File: config.mk
export PLATFORM = sky130hd
export DESIGN_NAME = pgm_ioctl_ddram_loader
export DESIGN_NICKNAME = d
export VERILOG_FILES = /design/src/rtl/pgm_loader_pkg.sv /design/src/rtl/pgm_sync_fifo.sv /design/src/rtl/pgm_ioctl_ddram_loader.sv
export SDC_FILE = /design/constraint.sdc
export NUM_CORES = 2
export LEC_CHECK = 0
export BUFFER_PORTS_ARGS = -buffer_cell sky130_fd_sc_hd__buf_2
export CORE_MARGIN = 4
export CORE_UTILIZATION = 30
export DETAILED_ROUTE_END_ITERATION = 10
export GPL_TIMING_DRIVEN = 0
export RECOVER_POWER = 25
export SYNTH_ARGS = -nofsm -noshare
export SYNTH_HDL_FRONTEND = slang
export SYNTH_SLANG_ARGS = --single-unit
File: constraint.sdc
create_clock -name clk_sys -period 6.3 [get_ports clk_sys]
set_input_delay 1.26 -clock clk_sys [delete_from_list [all_inputs] [get_ports clk_sys]]
set_output_delay 1.26 -clock clk_sys [all_outputs]
set_load 0.01 [all_outputs]
File: src/rtl/pgm_loader_pkg.sv
// Shared types for the PGM ioctl-to-DDRAM ROM loader.
// Beat bundle, writer states and lane helpers.
package pgm_loader_pkg;

  localparam int BEAT_AW  = 29;
  localparam int BEAT_DW  = 64;
  localparam int BEAT_BEW = 8;
  localparam int LANE_W16 = 16;
  localparam int LANE_W8  = 8;

  typedef struct packed {
    logic [BEAT_AW-1:0]  addr;
    logic [BEAT_DW-1:0]  data;
    logic [BEAT_BEW-1:0] be;
  } beat_t;

  typedef enum logic {
    IDLE  = 1'b0,
    WRITE = 1'b1
  } wr_state_t;

  function automatic logic [BEAT_DW-1:0] be_mask(
    input logic [BEAT_BEW-1:0] be
  );
    logic [BEAT_DW-1:0] m;
    m = '0;
    for (int i = 0; i < BEAT_BEW; i++) begin
      m[8*i +: 8] = {8{be[i]}};
    end
    return m;
  endfunction

endpackage

File: src/rtl/pgm_sync_fifo.sv
// Single-clock FIFO with fall-through head and occupancy count.
// Pushes into a full FIFO are ignored; the caller flags them.
module pgm_sync_fifo #(
  parameter int W     = 8,
  parameter int DEPTH = 16
) (
  input  logic                     clk,
  input  logic                     rst_n,
  input  logic                     push,
  input  logic [W-1:0]             din,
  input  logic                     pop,
  output logic [W-1:0]             dout,
  output logic [$clog2(DEPTH):0]   count,
  output logic                     full,
  output logic                     empty
);

  localparam int AW = $clog2(DEPTH);

  logic [W-1:0]  mem_q [DEPTH];
  logic [AW-1:0] wp_q, wp_d;
  logic [AW-1:0] rp_q, rp_d;
  logic [AW:0]   cnt_q, cnt_d;
  logic          do_push, do_pop;

  assign full  = (cnt_q == (AW+1)'(DEPTH));
  assign empty = (cnt_q == '0);
  assign count = cnt_q;
  assign dout  = mem_q[rp_q];

  always_comb begin
    do_push = push && !full;
    do_pop  = pop && !empty;
    wp_d    = do_push ? wp_q + AW'(1) : wp_q;
    rp_d    = do_pop ? rp_q + AW'(1) : rp_q;
    cnt_d   = cnt_q;
    if (do_push && !do_pop) cnt_d = cnt_q + (AW+1)'(1);
    if (!do_push && do_pop) cnt_d = cnt_q - (AW+1)'(1);
  end

  always_ff @(posedge clk or negedge rst_n) begin
    if (!rst_n) begin
      for (int i = 0; i < DEPTH; i++) mem_q[i] <= '0;
      wp_q  <= '0;
      rp_q  <= '0;
      cnt_q <= '0;
    end else begin
      if (do_push) mem_q[wp_q] <= din;
      wp_q  <= wp_d;
      rp_q  <= rp_d;
      cnt_q <= cnt_d;
    end
  end

endmodule

File: src/rtl/pgm_ioctl_ddram_loader.sv
// Packs HPS ioctl download words into 64-bit DDRAM beats,
// routes each index to its region and drains through a FIFO.
module pgm_ioctl_ddram_loader
  import pgm_loader_pkg::*;
#(
  parameter int IN_W        = 16,
  parameter int DDR_AW      = 29,
  parameter int NUM_REGIONS = 4,
  parameter logic [NUM_REGIONS*DDR_AW-1:0] REGION_BASE = '0,
  parameter logic [NUM_REGIONS*32-1:0]     REGION_BYTES = '1,
  parameter int FIFO_DEPTH  = 16,
  parameter int SWAP_BYTES  = 1
) (
  input  logic              clk_sys,
  input  logic              reset_n,
  input  logic              ioctl_download,
  input  logic              ioctl_wr,
  input  logic [26:0]       ioctl_addr,
  input  logic [IN_W-1:0]   ioctl_dout,
  input  logic [7:0]        ioctl_index,
  output logic              ioctl_wait,
  output logic [DDR_AW-1:0] ddram_addr,
  output logic [63:0]       ddram_din,
  output logic [7:0]        ddram_be,
  output logic              ddram_we,
  output logic [3:0]        ddram_burstcnt,
  input  logic              ddram_busy,
  output logic              load_busy,
  output logic              load_done,
  output logic              err_range,
  output logic              err_ovf
);

  localparam int RW = (NUM_REGIONS > 1) ? $clog2(NUM_REGIONS) : 1;
  localparam int CW = $clog2(FIFO_DEPTH) + 1;

  logic          dl_q;
  logic [RW-1:0] region_q, region_d;
  logic          map_ok_q, map_ok_d;
  beat_t         pend_q, pend_d;
  logic          armed_q, armed_d;
  logic          err_range_q, err_range_d;
  logic          err_ovf_q, err_ovf_d;
  logic          wait_q, wait_d;
  logic          busy_q, busy_d;
  logic          done_q, done_d;

  logic          rise, fall, in_rng, wr_ok, wr_bad;
  logic          fresh, push;
  logic [DDR_AW-1:0] base, word_addr;
  logic [31:0]   limit;
  logic [15:0]   din16, word;
  logic [2:0]    boff;
  logic [63:0]   wdata;
  logic [7:0]    wbe;
  beat_t         seed, merged, push_beat;

  logic          fifo_full, fifo_empty, pop;
  logic [CW-1:0] fifo_count;
  beat_t         head;

  wr_state_t     state_q;
  beat_t         out_q;
  logic          we_q;

  always_comb begin
    rise     = ioctl_download && !dl_q;
    fall     = !ioctl_download && dl_q;
    region_d = rise ? ioctl_index[RW-1:0] : region_q;
    map_ok_d = rise ? (32'(ioctl_index) < NUM_REGIONS) : map_ok_q;

    base      = REGION_BASE[int'(region_d)*DDR_AW +: DDR_AW];
    limit     = REGION_BYTES[int'(region_d)*32 +: 32];
    in_rng    = ({5'd0, ioctl_addr} < limit);
    wr_ok     = ioctl_wr && ioctl_download && map_ok_d && in_rng;
    wr_bad    = ioctl_wr && ioctl_download && !(map_ok_d && in_rng);
    word_addr = base + DDR_AW'(ioctl_addr[26:3]);

    // 68k images are big-endian: the high byte lands at the lower address
    din16 = 16'(ioctl_dout);
    word  = (IN_W == LANE_W16 && SWAP_BYTES != 0) ?
            {din16[7:0], din16[15:8]} : din16;
    boff  = (IN_W == LANE_W16) ?
            {ioctl_addr[2:1], 1'b0} : ioctl_addr[2:0];
    wdata = 64'(word) << {boff, 3'b000};
    wbe   = ((IN_W == LANE_W16) ? 8'h03 : 8'h01) << boff;

    fresh = (pend_q.be == 8'h00) ||
            (pend_q.addr != BEAT_AW'(word_addr));
    seed  = fresh ? '0 : pend_q;
    merged.addr = BEAT_AW'(word_addr);
    merged.data = (seed.data & ~be_mask(wbe)) | wdata;
    merged.be   = seed.be | wbe;

    pend_d    = pend_q;
    push      = 1'b0;
    push_beat = pend_q;
    if (wr_ok) begin
      if (fresh && pend_q.be != 8'h00) push = 1'b1;
      pend_d = merged;
      if (merged.be == 8'hFF && !push) begin
        push      = 1'b1;
        push_beat = merged;
        pend_d    = '0;
      end
    end else if (fall && pend_q.be != 8'h00) begin
      push   = 1'b1;
      pend_d = '0;
    end

    err_range_d = rise ? 1'b0 : err_range_q;
    err_ovf_d   = rise ? 1'b0 : err_ovf_q;
    if (wr_bad) err_range_d = 1'b1;
    if (push && fifo_full) err_ovf_d = 1'b1;

    done_d = armed_q && !ioctl_download &&
             pend_q.be == 8'h00 && fifo_empty &&
             state_q == IDLE;
    armed_d = armed_q;
    if (rise) armed_d = 1'b0;
    else if (fall) armed_d = 1'b1;
    else if (done_d) armed_d = 1'b0;

    busy_d = ioctl_download || pend_q.be != 8'h00 ||
             !fifo_empty || state_q != IDLE;
    wait_d = (fifo_count >= CW'(FIFO_DEPTH - 2));
  end

  always_ff @(posedge clk_sys or negedge reset_n) begin
    if (!reset_n) begin
      dl_q        <= 1'b0;
      region_q    <= '0;
      map_ok_q    <= 1'b0;
      pend_q      <= '0;
      armed_q     <= 1'b0;
      err_range_q <= 1'b0;
      err_ovf_q   <= 1'b0;
      wait_q      <= 1'b0;
      busy_q      <= 1'b0;
      done_q      <= 1'b0;
    end else begin
      dl_q        <= ioctl_download;
      region_q    <= region_d;
      map_ok_q    <= map_ok_d;
      pend_q      <= pend_d;
      armed_q     <= armed_d;
      err_range_q <= err_range_d;
      err_ovf_q   <= err_ovf_d;
      wait_q      <= wait_d;
      busy_q      <= busy_d;
      done_q      <= done_d;
    end
  end

  pgm_sync_fifo #(
    .W     ($bits(beat_t)),
    .DEPTH (FIFO_DEPTH)
  ) u_fifo (
    .clk   (clk_sys),
    .rst_n (reset_n),
    .push  (push),
    .din   (push_beat),
    .pop   (pop),
    .dout  (head),
    .count (fifo_count),
    .full  (fifo_full),
    .empty (fifo_empty)
  );

  assign pop = !fifo_empty && (state_q == IDLE || !ddram_busy);

  always_ff @(posedge clk_sys or negedge reset_n) begin
    if (!reset_n) begin
      state_q <= IDLE;
      out_q   <= '0;
      we_q    <= 1'b0;
    end else begin
      unique case (state_q)
        IDLE: begin
          if (!fifo_empty) begin
            out_q   <= head;
            we_q    <= 1'b1;
            state_q <= WRITE;
          end
        end
        WRITE: begin
          if (!ddram_busy) begin
            if (!fifo_empty) begin
              out_q <= head;
            end else begin
              we_q    <= 1'b0;
              state_q <= IDLE;
            end
          end
        end
        default: state_q <= IDLE;
      endcase
    end
  end

  assign ddram_addr     = DDR_AW'(out_q.addr);
  assign ddram_din      = out_q.data;
  assign ddram_be       = out_q.be;
  assign ddram_we       = we_q;
  assign ddram_burstcnt = 4'd1;
  assign ioctl_wait     = wait_q;
  assign load_busy      = busy_q;
  assign load_done      = done_q;
  assign err_range      = err_range_q;
  assign err_ovf        = err_ovf_q;

endmodule

Yosys cells after proc, flatten, opt, wreduce, memory -nomap -nowiden:

Index checks and enable logic that the tools add are counted.

* bits in registers: 1843
* output and inout port bits: 111

* muxes and demuxes: 37
* equality and inequality tests: 6
* bitwise operators: 7
* $lt $le $gt $ge: 6
* reduce and logical (&&, ||, !) cells: 44
* shifts and indexed selects: 4
* multiply operators: 1
* add/subtract/negate cells: 5

Operator list (count)
* $bwmux 1616: 1
* $mux 101: 10
* $bmux 101 s4: 1
* $demux 101 s4: 1
* $pmux 101 s2: 1
* $shiftx 128x8->32 const A: 1
* $shiftx 116x8->29 const A: 1
* $mux 72: 1
* $and 64x64->64: 1
* $not 64->64: 1
* $or 64x64->64: 1
* $shl 16x6->64: 1
* $lt 27x32->1: 1
* $add 29x24->29: 1
* $ne 29x29->1: 1
* $logic_and 1x1->1: 21
* $mux 1: 17
* $ge 5x5->1 const B: 2
* $mux 5: 2
* $not 4->5: 2
* $logic_not 1->1: 9
* $add 4x1->4 const B: 2
* $eq 8x8->1 const B: 1
* $logic_not 8->1: 1
* other kinds (19): 29

Depth between registers and ports, before layout:

* word-level depth: 19
* gate-level depth with buffers: 17

Hierarchy:

From an unflattened synthesis, not the netlist that was laid out.

* cells, all modules: 5546
* area, all modules: 83422.5 um^2

By module, submodules not included
* pgm_sync_fifo: cells each 4878, times used 1, area an instance 74345.1 um^2, sequential area each 40764.1 um^2
* pgm_ioctl_ddram_loader: cells each 668, times used 1, area an instance 9077.5 um^2, sequential area each 5180.0 um^2

Worst setup path after synthesis:

OpenSTA, ideal clock, no wires.

* path kind: in2reg
* from: in ioctl_index[7]
* to: reg u_fifo.cnt_q[4] (netlist: u_fifo.count[4])
* data arrival time: 4.286 ns
* setup slack: 1.888 ns
* data required time: 6.175 ns
* path buffers: 1
* stages: 16
* path through: or4_4 o41ai_2 nand3_2 a211oi_1 o21bai_2 buf_4 nand3b_1 ha_1 xor2_1 ha_1 a222oi_1 inv_1 a21oi_1 xnor2_1 nor2_1 xor2_1

* longest elaborated chain between the ends: 9
* elaborated cells on any way between the ends: 11
* classes of those cells: order compare: 1; mux: 3; reduce/logical: 7

RTL lines
* start, declared: line pgm_ioctl_ddram_loader.sv:20 `input logic [7:0] ioctl_index,`
* $lt 8x3->1 *: line pgm_ioctl_ddram_loader.sv:70 `map_ok_d = rise ? (32'(ioctl_index) < NUM_REGIONS) : map_ok_q;`
* $mux 1 *: line pgm_ioctl_ddram_loader.sv:70
* $logic_and 1x1->1 * (2 in series): line pgm_ioctl_ddram_loader.sv:75 `wr_ok = ioctl_wr && ioctl_download && map_ok_d && in_rng;`
* $mux 1 *: line pgm_ioctl_ddram_loader.sv:98 `if (wr_ok) begin`
* $logic_and 1x1->1 *: line pgm_sync_fifo.sv:32 `do_push = push && !full;`
* $logic_not 1->1: line pgm_sync_fifo.sv:38 `if (!do_push && do_pop) cnt_d = cnt_q - (AW+1)'(1);`
* $logic_and 1x1->1: line pgm_sync_fifo.sv:38
* $mux 5 / $reduce_bool 2->1 (equally long branches)
* end signal, assigned: line pgm_sync_fifo.sv:51 `cnt_q <= cnt_d;`
* end, declared: line pgm_sync_fifo.sv:23 `logic [AW:0] cnt_q, cnt_d;`

Mark *: on every way between the ends. The rest lies on a longest branch, timed or not.
A chain may end at the register's enable or synchronous reset.

Worst setup path in the final report:

* from: reg pend_q[90] in the netlist's numbering
* to: reg u_fifo.mem_q[55] in the netlist's numbering

* longest elaborated chain between the ends: 10
* elaborated cells on any way between the ends: 18
* classes of those cells: eq/ne: 2; mux: 8; bitwise: 3; reduce/logical: 5

RTL lines
* start, declared: line pgm_ioctl_ddram_loader.sv:40 `beat_t pend_q, pend_d;`
* start signal, assigned: line pgm_ioctl_ddram_loader.sv:145 `pend_q <= pend_d;`
* $ne 29x29->1 *: line pgm_ioctl_ddram_loader.sv:89 `(pend_q.addr != BEAT_AW'(word_addr));`
* $logic_or 1x1->1 *: line pgm_ioctl_ddram_loader.sv:88 `fresh = (pend_q.be == 8'h00) ||`
* parallel branches: the longest is 8 deep, another holds $bwmux 1616
* end signal, assigned by index: line pgm_sync_fifo.sv:48 `if (do_push) mem_q[wp_q] <= din;`
* end, declared: line pgm_sync_fifo.sv:20 `logic [W-1:0] mem_q [DEPTH];`

Mark *: on every way between the ends. The select of a mux whose other input is x is not followed.

==> metrics.md <==
| Metric | Value |
|---|---|
| Outcome | `complete, but fails checks` |
| Failing checks | `capacitance limit, slew limit` |
| Design Area, Final | `approximately 0.09 mm²` |
| Cell area after synthesis | `approximately 0.08 mm²` |
| Sw Share | `around 30%` |
| Post-Syn Instances | `4907` |
| #FFs+latches synth | `1751` |
| Row cnt | `187` |
| Max Fclk | `approximately 190 MHz` |
| Initial antenna violation count | `31` |
| Syn_area_per_cell | `between 15 and 20 µm²` |
| CTS Hold Bufs | `0` |
| DR vias | `between 40k and 50k` |
| CP Class | `register to register` |
| Internal power | `0.02024 W` |
| Nets | `5328` |
| Worst hold path class | `input pin to asynchronous set/reset pin` |
| Sequential area share after synthesis | `a little under three fifths` |
| Layout Cells excl Fill | `around 8.9k` |
| Vias/cell | `5.038` |
| Slowest CP cell | `nor4_4` |
| Number of synthesized flops with an enable pin | `0` |
| RSZ-0062 raised after global routing | `false` |
| ANT nets after route | `0` |
| Grt ovf | `0` |
| Clk pwr share | `38.9%` |
| Post_cts resized | `0` |
| Initial DRC Count | `3316` |
| GRT Total Usage | `16.27%` |
| Syn. warnings | `0` |
| Die area | `0.2703 mm²` |
| Num CTS Buffers | `181` |
| Clock sink total | `1751` |
| Bufs and invs on worst path | `3` |
| CP top delay family | `simple AND/OR/NAND/NOR gates` |
| DRC errors left | `0` |
| Comb power frac | `20.2%` |
| Ys flop type | `dfrtp_1` |
| Skew-Pair Late Insertion Delay | `850 ps` |
| Psw | `0.008775 W` |
| Period utilization | `between 80% and 90%` |
| WP data arrival | `5870 ps` |
| Dpl cell area | `0.08411 mm²` |
| Initial Util | `a little under a third` |
| Worst vdd ir | `0.3027 mV` |
| Pins over their slew limit | `510` |
| Core box area | `about 0.26 mm²` |
| Sequential power share | `41.0%` |
| CTS max path bufs | `3` |
| Reg clk slew, reported paths | `60 ps` |
| Req. time, crit path | `7010 ps` |
| Worst-path cell chain | `clkbuf_1, xnor2_1, nand4_1, nor4_4, a211oi_1, o21bai_2, buf_6, nor4_4, buf_2, mux2_2` |
| Netlist cell types | `54` |
| Clk_skew | `50.17 ps` |
| Quantity of I/O buffers inserted on ports | `154` |
| Drt total wl | `between 200 and 250 mm` |
| DR pass1 iterations | `5` |
| Largest net degree at the start of global routing | `around 180` |
| Commonest non-fill, non-tap cells in the layout | `1751 x dfrtp_1, 1264 x mux2_2, 480 x mux4_2, 346 x clkbuf_1, 344 x nand2_1` |
| Die Wd | `519.9 µm` |
| Commonest non-fill, non-tap cell in the layout | `dfrtp_1` |
| Pwr/cell area | `321.7 mW/mm²` |
| Synth top area cells | `dfrtp_1 56%, mux2_2 18%, mux4_2 14%, mux2_1 4.5%, nand2_1 1.6%` |
| P_leak | `around 43 nW` |
| Delay of the slowest cell on the worst path | `1160 ps` |
| Root Buffer | `clkbuf_16` |
| Htree depth | `4` |
| Area delta synth->final | `14.77%` |
| Dpl cells | `8575` |
| Vias in the first global route | `between 40k and 50k` |
| Critical path launch point type | `register` |
| Max Cap Violations | `3` |
| Post-synth top area share | `55.74%` |
| TritonCTS clock tree | `built` |
| Most common cell on crit path | `nor4_4` |
| Fraction of final layout cells sized beyond drive strength 1 | `43.26%` |
| Crit path time final | `5165 ps` |
| Layout fillers | `24.91k` |
| Post-synthesis async set-or-reset flop share | `100.0%` |
| IO Count | `167` |
| Avg WL per Cell | `24.76 µm` |
| Slew Limit Headroom | `-65.14%` |
| Yosys top cell by area | `dfrtp_1` |
| Final hold vios | `0` |
| Crit. End Element | `register` |
| Worst-Margin Slew | `2477 ps` |
| Setup TNS | `0 ps` |
| Setup bufs post-CTS | `0` |
| Crit-path max FO | `10` |
| Detailed Place HPWL | `148.0 mm` |
| Routability cong. | `0.8030` |
| Die height | `519.9 µm` |
| First-pass GRT wire length | `331.2 mm` |
| Final Setup Violations | `0` |
==> state kept, by name (all words and copies together), names as in the netlist <==
register	count
load_done	1
load_busy	1
u_fifo.count	5
err_range	1
u_fifo.wp_q	4
state_q	1
ioctl_wait	1
armed_q	1
ddram_addr	24
ddram_be	8
pend_q	96
u_fifo.rp_q	4
ddram_din	64
map_ok_q	1
ddram_we	1
err_ovf	1
dl_q	1
u_fifo.mem_q	1536
==> cells in the mapped netlist, types with 8 or more instances <==
library cell	number
mux2_4	9
inv_1	8
mux4_2	480
mux2_2	1264
buf_6	64
ha_1	9
xnor2_1	31
nand3_1	12
mux2_1	313
nand2_1	345
nor3_4	14
buf_1	49
clkbuf_1	199
buf_4	26
nand4_1	14
nor2_1	11
nand2b_1	8
a22o_1	88
o21ai_1	8
o21ai_0	17
dfrtp_1	1751
buf_2	115
==> final timing paths <==
kind                                           startpoint                       endpoint  slack [ps]  depth (start not counted)
worst max-delay path               pend_q[90]$_DFFE_PN0P_   u_fifo.mem_q[55]$_DFFE_PN0P_        1130                         10
worst min-delay path                              reset_n  u_fifo.mem_q[788]$_DFFE_PN0P_         470                          1
worst max register to register     pend_q[90]$_DFFE_PN0P_   u_fifo.mem_q[55]$_DFFE_PN0P_        1130                         10
worst min register to register  ddram_addr[1]$_DFFE_PN0P_      ddram_addr[1]$_DFFE_PN0P_         470                          2
max in group asynchronous                         reset_n  u_fifo.mem_q[356]$_DFFE_PN0P_        1290                          5
min in group clk_sys            ddram_addr[1]$_DFFE_PN0P_      ddram_addr[1]$_DFFE_PN0P_         470                          2
==> routing by layer <==
metal | global-route usage [%] | share of wire [%]
met1 | 23.53 | 46
met2 | 25.12 | 46
met3 | 2.957 | 5.4
met4 | 4.375 | 2.4
met5 | 0 | 0.012
==> kinds of logic after synthesis <==
logic type / count (synthesis) / share of synthesized area [%]
mux: 2066 / 36.52
flops: 1751 / 55.74
buf+inv: 462 / 3.125
simple gates: 438 / 2.618
compound gates: 142 / 1.436
xor+xnor: 37 / 0.4122
fa+ha+maj: 9 / 0.1433
other cells: 2 / 0.009554
==> power by group through the flow <==
stage,clock network (W),logic (W),registers [W]
after floorplan,0,0.00359,0.0120
after global placement,0,0.00585,0.0121
after detailed placement,0,0.00595,0.0121
after CTS,0.0115,0.00596,0.0119
after global routing,0.0120,0.00625,0.0119
final,0.0113,0.00585,0.0119
==> cell type report <==
cell class	count	area (µm²)	area share (%)
repair buffers	166	914.6	1.014
well taps	3496	4374	4.848
flip-flops and latches	1751	43820	48.57
plain buffers	453	2431	2.695
inverters	9	33.78	0.03744
diodes	9	22.52	0.02496
clock inverters	61	960.9	1.065
clock buffers	273	5306	5.882
multi-input cells	2701	32360	35.87
==> metrics by stage <==
stage                     hold WS, ps  utilization [%]  total power (W)  worst slack, ps
after floorplan                 433.7                -          0.01562             1888
after global placement          458.8            32.20          0.01794           -34030
after detailed placement        457.7            32.33          0.01803            406.1
after CTS                       466.3            34.74          0.02935             1145
after global routing            485.3            34.67          0.03020            478.0
final                           466.5            34.68          0.02902             1135
(Power assumes the default switching activity.)
